`src/rtl/axis_arb_pkg.sv`:
```
// rtl/axis_arb_pkg.sv - shared state encoding and width helper for the round-robin stream arbiter
package axis_arb_pkg;

  typedef enum logic {
    ST_IDLE   = 1'b0,
    ST_LOCKED = 1'b1
  } arb_state_e;

  function automatic int clog2(input int value);
    int result;
    int v;
    result = 0;
    v = value - 1;
    while (v > 0) begin
      result = result + 1;
      v = v >> 1;
    end
    return result;
  endfunction

endpackage

```
`src/rtl/rr_pick.sv`:
```
// rtl/rr_pick.sv - combinational rotating priority encoder, scans last_i+1, last_i+2, ... modulo N
module rr_pick
  import axis_arb_pkg::*;
#(
  parameter int N = 4,
  localparam int ID_W = clog2(N)
) (
  input  logic [N-1:0]    req_i,
  input  logic [ID_W-1:0] last_i,
  output logic            found_o,
  output logic [ID_W-1:0] index_o
);

  // Walk from the farthest offset down so the nearest requester after last_i wins.
  always_comb begin
    logic [ID_W-1:0] cand;
    found_o = 1'b0;
    index_o = '0;
    cand    = '0;
    for (int off = N; off >= 1; off--) begin
      cand = ID_W'((int'(last_i) + off) % N);
      if (req_i[cand]) begin
        found_o = 1'b1;
        index_o = cand;
      end
    end
  end

endmodule

```
`src/rtl/axis_rr_arbiter.sv`:
```
// rtl/axis_rr_arbiter.sv - round-robin stream arbiter that locks onto one source per packet or capped burst
module axis_rr_arbiter
  import axis_arb_pkg::*;
#(
  parameter int N         = 4,
  parameter int DATA_W    = 4,
  parameter int MAX_BEATS = 0,
  localparam int ID_W     = clog2(N)
) (
  input  logic                clk_i,
  input  logic                rst_i,
  input  logic [N-1:0]        s_tvalid_i,
  output logic [N-1:0]        s_tready_o,
  input  logic [N*DATA_W-1:0] s_tdata_i,
  input  logic [N-1:0]        s_tlast_i,
  output logic                m_tvalid_o,
  input  logic                m_tready_i,
  output logic [DATA_W-1:0]   m_tdata_o,
  output logic                m_tlast_o,
  output logic [ID_W-1:0]     m_tid_o,
  output logic                busy_o
);

  localparam int CNT_W = (MAX_BEATS > 1) ? clog2(MAX_BEATS) : 1;

  arb_state_e        state_q, state_d;
  logic [ID_W-1:0]   grant_q, grant_d;
  logic [ID_W-1:0]   last_q, last_d;
  logic [CNT_W-1:0]  cnt_q, cnt_d;

  logic              pick_found;
  logic [ID_W-1:0]   pick_idx;
  logic [DATA_W-1:0] src_data [N];
  logic              sel_valid;
  logic              sel_last;
  logic [DATA_W-1:0] sel_data;
  logic              hs;
  logic              cap_hit;

  rr_pick #(
    .N(N)
  ) u_pick (
    .req_i  (s_tvalid_i),
    .last_i (last_q),
    .found_o(pick_found),
    .index_o(pick_idx)
  );

  for (genvar k = 0; k < N; k++) begin : g_unpack
    assign src_data[k] = s_tdata_i[k*DATA_W +: DATA_W];
  end

  assign sel_valid = s_tvalid_i[grant_q];
  assign sel_last  = s_tlast_i[grant_q];
  assign sel_data  = src_data[grant_q];
  assign hs        = (state_q == ST_LOCKED) && sel_valid && m_tready_i;
  assign cap_hit   = (MAX_BEATS != 0) && (cnt_q == CNT_W'(MAX_BEATS - 1));

  always_ff @(posedge clk_i) begin
    if (rst_i) begin
      state_q <= ST_IDLE;
      grant_q <= '0;
      last_q  <= ID_W'(N - 1);
      cnt_q   <= '0;
    end else begin
      state_q <= state_d;
      grant_q <= grant_d;
      last_q  <= last_d;
      cnt_q   <= cnt_d;
    end
  end

  // tlast and the burst cap landing on one beat collapse into a single release.
  always_comb begin
    state_d = state_q;
    grant_d = grant_q;
    last_d  = last_q;
    cnt_d   = cnt_q;
    if (state_q == ST_IDLE) begin
      if (pick_found) begin
        grant_d = pick_idx;
        last_d  = pick_idx;
        cnt_d   = '0;
        state_d = ST_LOCKED;
      end
    end else if (hs) begin
      if (sel_last || cap_hit) begin
        cnt_d   = '0;
        state_d = ST_IDLE;
      end else begin
        cnt_d = cnt_q + CNT_W'(1);
      end
    end
  end

  always_comb begin
    m_tvalid_o = 1'b0;
    m_tdata_o  = '0;
    m_tlast_o  = 1'b0;
    s_tready_o = '0;
    busy_o     = 1'b0;
    m_tid_o    = grant_q;
    if (state_q == ST_LOCKED) begin
      busy_o              = 1'b1;
      m_tvalid_o          = sel_valid;
      m_tdata_o           = sel_data;
      m_tlast_o           = sel_last;
      s_tready_o[grant_q] = m_tready_i;
    end
  end

endmodule
```
`config.mk`:
```
export PLATFORM = sky130hd
export DESIGN_NAME = axis_rr_arbiter
export DESIGN_NICKNAME = d
export VERILOG_FILES = /design/src/rtl/axis_arb_pkg.sv /design/src/rtl/rr_pick.sv /design/src/rtl/axis_rr_arbiter.sv
export SDC_FILE = /design/constraint.sdc
export NUM_CORES = 1
export LEC_CHECK = 0
export ABC_CLOCK_PERIOD_IN_PS = 2500
export CAP_MARGIN = 20
export CORE_MARGIN = 8
export CORE_UTILIZATION = 34
export CTS_CLUSTER_SIZE = 10
export DETAILED_ROUTE_END_ITERATION = 10
export HOLD_SLACK_MARGIN = 0.03
export PLACE_DENSITY = 0.92
export SYNTH_ARGS = -nofsm -noshare
export SYNTH_HDL_FRONTEND = slang
export SYNTH_HIERARCHICAL = 1
export SYNTH_SLANG_ARGS = --single-unit
```
`constraint.sdc`:
```
create_clock -name clk_i -period 2.5 [get_ports clk_i]
set_input_delay 0.5 -clock clk_i [delete_from_list [all_inputs] [get_ports clk_i]]
set_output_delay 0.5 -clock clk_i [all_outputs]
set_load 0.02 [all_outputs]
```
==> impl_metrics.py <==
metrics = {
    "floorplan": {
        "start_util_pct": 34.9,
        "core_area_um2": 1440,
        "die_y_um": 54.4,
        "io_pins": 40,
        "std_cell_rows": 14,
        "die-width_um": 54.4,
        "dieArea_um2": 2960,
    },
    "setup_path": {
        "reg2reg_slack_ps": 1090,
        "crit_path_top_delay_cell": "mux4_2",
        "reg2reg_depth": 3,
        "cp_top_family": "buffers and inverters",
        "critical_path.cell_chain": "clkdlybuf4s50_1 -> mux4_2 -> and2_2 -> dlygate4sd2_1",
        "worst_ep_arrival_time_ps": 1910,
        "max_stage_delay_ps": 480,
        "crit_fanout": 2,
        "cp-start-kind": "input port",
        "critPathKind": "in2out",
        "cp_num_buf_inv": 2,
        "endpoint": "m_tlast_o",
        "cp_num_cells": 4,
        "cp-startpoint": "s_tlast_i[0]",
        "critPathRequiredTime_ps": 2000,
        "end_kind": "primary output",
        "r2r-end": "state_q",
        "rr_startpoint": "m_tid_o[0]",
    },
    "global_route": {
        "grt_first_pass_wirelength_mm": 2.86,
        "gr-usage-all-layers_pct": 12.9,
        "grt-ovfl-total": 0,
        "grt_max_degree": 14,
        "grt_pass1_vias": 624,
        "antenna_found_initial": 0,
    },
    "final_layout": {
        "layout-drive-gt1-share_pct": 13.9,
        "antenna_cells": 0,
        "multi_input_area_um2": 375,
        "area_delta_synth_final_pct": 89.5,
        "nets": 129,
        "final_util_pct": 66.2,
        "seq_area_um2": 101,
        "fillers": 104,
    },
    "synthesis": {
        "syn_nets": 83,
        "netlist_area_um2": 502,
        "synth.distinct_cells": 21,
        "netlist_instances": 56,
        "ys_warn_count": 6,
        "ys_ff_latch": 5,
        "syn_area_per_cell_um2": 8.96,
        "synth_top_area_cell": "mux4_1",
        "yosys.area.top_type_share_pct": 20.9,
        "ys_seq_area_share_pct": 20.0,
        "synth_area_leaders": "mux4_1 21%, dfxtp_1 20%, mux4_2 9.0%",
    },
    "run_status": {
        "outcome": "completed",
    },
    "timing": {
        "maxSlewViolCount": 0,
        "fin_crit_sh_pct": 96.5,
        "whs_ps": 572,
        "setup_violations": 0,
        "max_slew_margin_pct": 69.5,
        "max_freq_mhz": 415,
        "skew_ps": 4.28,
        "post-route-min-period_ps": 2410,
        "final_hold_viol_count": 0,
        "rsz0062_at_grt": "false",
        "tightestPinTransition_ps": 457,
    },
    "placed_design": {
        "place_congestion": 0.840,
        "dpl.hpwl_mm": 1.71,
        "portBuffers": 39,
    },
    "hold_path": {
        "min_path_type": "reg2reg",
    },
    "clocking": {
        "ctsHoldBuffers": 0,
        "htreeDepth": 1,
        "cts_root_buf": "clkbuf_4",
        "clk_path_buf_depth": 2,
        "path_clk_slew_ps": 40,
        "cts_tree": "yes",
        "numCtsBuffers": 3,
        "clkLatencyLatePin_ps": 240,
        "clock_sinks": 5,
    },
    "drt": {
        "postRouteAntennaNets": 0,
        "wl_per_cell_um": 17.5,
        "route.detailed.drc": 0,
        "viasPerCell": 5.54,
        "vias": 648,
        "first_pass_iters": 5,
        "drt_iter0_markers": 24,
        "wirelength_mm": 2.05,
    },
    "power_and_ir_drop": {
        "power_mw": 0.359,
        "worst_ir_drop_vdd_v": 0.000244,
        "p_leak_nw": 0.399,
        "powerDensity_nw_per_um2": 378,
    },
    "run": {
        "max-cap-violations": 0,
    },
}
-- worst reg2reg max path: stages, from the launching register on --
cell and delay (ps):
dfxtp_2 460, mux4_2 560, a41o_1 260, nor2_1 70
-- worst min-delay path by stage --
stage	startpoint	to	cells after the start
4_1_cts	last_q[0]	last_q[0]	2
6_report	last_q[0]	last_q[0]	2
2_1_floorplan	last_q[0]	last_q[0]	2
5_1_grt	last_q[0]	last_q[0]	2
3_3_place_gp	last_q[0]	last_q[0]	2
3_5_place_dp	last_q[0]	last_q[0]	2
-- final cells by class --
class,count,share of cell area (%)
clock buffers,4,2.76
inverters,2,0.789
multi-input cells,46,39.5
flip-flops and latches,5,10.7
well taps,16,2.11
repair buffers,44,44.2
-- cell usage in the layout (no fill, tap or decap), drive strengths merged --
master and instances:
nor2b 1, nor3 2, mux4 6, a21oi 7, and2b 1, clkbuf 4
nand3 1, a41o 1, nor2 6, o221ai 1, nand2b 4, and2 6
clkdlybuf4s50 33, mux2i 1, dfxtp 5, dlygate4sd2 6, inv 2, a31oi 1
buf 5, nand2 8
-- what timing repair did --
action | CTS | global route
gates resized for setup | 7 | 0
buffers inserted | 0 | 0
setup endpoints to repair | 6 | 0
-- metrics by stage --
step / cells / cell area (µm²) / setup TNS (ps) / worst slack [ps]
floorplan: 56 / 502 / 0 / 631
global placement: 113 / 931 / -512 / -101
detailed placement: 113 / 931 / -801 / -155
CTS: 117 / 951 / 0 / 69.8
global route: 117 / 951 / 0 / 46.2
finish: 117 / 951 / 0 / 88.0
-- kinds of logic after synthesis --
logic type / share of synthesized area (%)
and+or+nand+nor: 28.9
AOI/OAI and AO/OA: 14.0
muxes: 31.9
DFF: 20.0
buffers and inverters: 5.24
-- registers in the layout (all words and copies together) (netlist names) --
signal	flops
last_q	2
state_q	1
m_tid_o	2
-- power by group --
part	total (mW)	leakage, nW	internal [mW]	switching [mW]
registers	0.107	0.0420	0.0881	0.0187
logic	0.162	0.342	0.0982	0.0635
clock network	0.0907	0.0150	0.0602	0.0306
total	0.359	0.399	0.247	0.113
-- cell usage after synthesis --
master / instances
nand2_1: 8
a21oi_1: 6
nor2_1: 6
and2_1: 5
dfxtp_1: 5
mux4_1: 4
nand2b_1: 4
clkbuf_1: 2
inv_1: 2
mux4_2: 2
nor3_1: 2
a21oi_2: 1
a31oi_1: 1
a41o_1: 1
and2_2: 1
and2b_1: 1
buf_6: 1
mux2i_1: 1
nand3_1: 1
nor2b_1: 1
o221ai_2: 1
-- metal layers --
metal	global-route usage (%)	share of wire [%]	up-vias	routed length [µm]
li1	-	-	296	-
met5	0	0	-	0
met2	23.1	44	45	909
met1	13.8	40	303	818
met3	4.89	14	4	294
met4	3.69	1.2	0	25
Note: power is estimated with default switching activity, not from simulation.
==> RTL change: new RTL, same flow settings <==
The parameter `DATA_W` goes from 4 to 5.
--- a/src/rtl/axis_rr_arbiter.sv
+++ b/src/rtl/axis_rr_arbiter.sv
@@ -4,5 +4,5 @@
 #(
   parameter int N         = 4,
-  parameter int DATA_W    = 4,
+  parameter int DATA_W    = 5,
   parameter int MAX_BEATS = 0,
   localparam int ID_W     = clog2(N)
Interface: changed (resized m_tdata_o and s_tdata_i); port bits go from 40 to 45. The function was not compared with the original's and may differ.
==> RTL change against the unedited design <==
- utilization increased by 3.4 points
- area after synthesis rose by 7.2%
- combinational power up 9.9%
- die area rose by 5.1%
- worst setup slack lost 0.041 ns
- synthesized cell count rose by 3.6%
- via count increased by 2.9%
- wire length up 6.8%
- final area is 8.9% higher
- total power rose by 4.3%
- critical endpoint is now m_tvalid_o
- sequential cell count stayed put
- largest power group unchanged
- maximum frequency is 1.7% lower
==> RTL change: results <==
{
  "finalNetCount": 140,
  "placedCellCount": 120,
  "worst-r2r-setup-slack_ns": 0.85,
  "max_slew.worst_pin.slew_ns": 0.4113,
  "leakage_nw": 0.4355,
  "status": "finished, final reports clean",
  "syn_to_final_growth_pct": 92.56,
  "first_global_vias": 687,
  "vdd_ir_drop_max_mv": 0.3300,
  "crit_start": "s_tvalid_i[3]",
  "synth.top_cells.by_area": "mux4_1 29%, dfxtp_1 19%, and2_1 7.0%",
  "grt_use_total_pct": 13.48,
  "wl_per_cell_um": 17.63,
  "drtPass1Iterations": 4,
  "routed_via_density": 5.379,
  "r2r_cells": 4,
  "detailed_place.area_um2": 1017,
  "wire_length_of_the_first_global_routing_pass_mm": 3.387,
  "finalWorstSetupSlack_ns": 0.04681,
  "synth_mux_area_share_pct": 35.35,
  "synth_fp_nets": 89,
  "arrival_ns": 1.95,
  "number_of_buffer_cells_added_on_primary_ports": 44,
  "synth-compound-area-share_pct": 13.02,
  "register_area_share_after_synthesis_pct": 18.60,
  "post_route_cells_drive_above_1_share_pct": 12.04,
  "mean_area_per_synthesized_cell_um2": 9.276,
  "critPathCapture": "m_tvalid_o"
}
[RTL change: cell count changes after synthesis, sizes merged]
cell,before,now
mux4,6,7
and2,6,7
[RTL change: kinds of logic after synthesis]
logic type / Yosys count
multiplexers: 8
AND/OR/NAND/NOR: 30
buffers and inverters: 5
AO/OA/AOI/OAI: 10
flip-flops: 5
[RTL change: timing repair]
action | in CTS | in global routing
hold endpoints to repair | 0 | 0
endpoints found under the setup margin | 7 | 0
resized for setup | 8 | 0
hold buffers | 0 | 0
[RTL change: worst max-delay path, stage by stage]
cell and delay (ns):
clkdlybuf4s50_1 0.42, mux4_2 0.49, and2_2 0.21, dlygate4sd2_1 0.32
[RTL change: how the worst min path moves through the flow]
stage	from	to	slack (ns)	cells after the start
final	last_q[0]$_SDFFE_PP1P_	last_q[0]$_SDFFE_PP1P_	0.56	2
after global routing	last_q[0]$_SDFFE_PP1P_	last_q[0]$_SDFFE_PP1P_	0.61	2
after CTS	last_q[0]$_SDFFE_PP1P_	last_q[0]$_SDFFE_PP1P_	0.56	2
after detailed placement	last_q[0]$_SDFFE_PP1P_	last_q[0]$_SDFFE_PP1P_	0.55	2
after global placement	last_q[0]$_SDFFE_PP1P_	last_q[0]$_SDFFE_PP1P_	0.53	2
after floorplan	last_q[0]$_SDFFE_PP1P_	last_q[0]$_SDFFE_PP1P_	0.49	2
[RTL change: final cells by class]
type                            instances  area (um^2)
Tap cell                               16        20.02
Inverter                                2        7.507
Timing Repair Buffer                   49        469.2
Clock buffer                            4        26.28
Sequential cell                         5        101.3
Fill cell                             102        452.9
Multi-Input combinational cell         48        411.6
[RTL change: power by group]
part	total (mW)	switching [mW]	leakage, nW	internal [mW]
Combinational	0.178	0.0685	0.379	0.109
Sequential	0.108	0.0194	0.0420	0.0882
Clock	0.0895	0.0294	0.0150	0.0601
Total	0.375	0.117	0.435	0.258
[RTL change: metal layers]
| layer | wire length [um] | part of all wire, % | vias to the layer above | global-route usage [%] |
|---|---|---|---|---|
| met1 | 947 | 43 | 302 | 14.66 |
| met2 | 1012 | 46 | 44 | 22.76 |
| met3 | 226 | 10 | 0 | 6.621 |
| met5 | 0 | 0 | - | 0 |
| met4 | 0 | 0 | 0 | 3.169 |
| li1 | - | - | 321 | - |
[RTL change: through the flow]
step / hold slack (ns) / setup TNS [ns]
floorplan: 0.4941 / 0
global placement: 0.5316 / -0.7106
global route: 0.6141 / 0
detailed placement: 0.5501 / -0.9554
finish: 0.5611 / 0
CTS: 0.5604 / 0
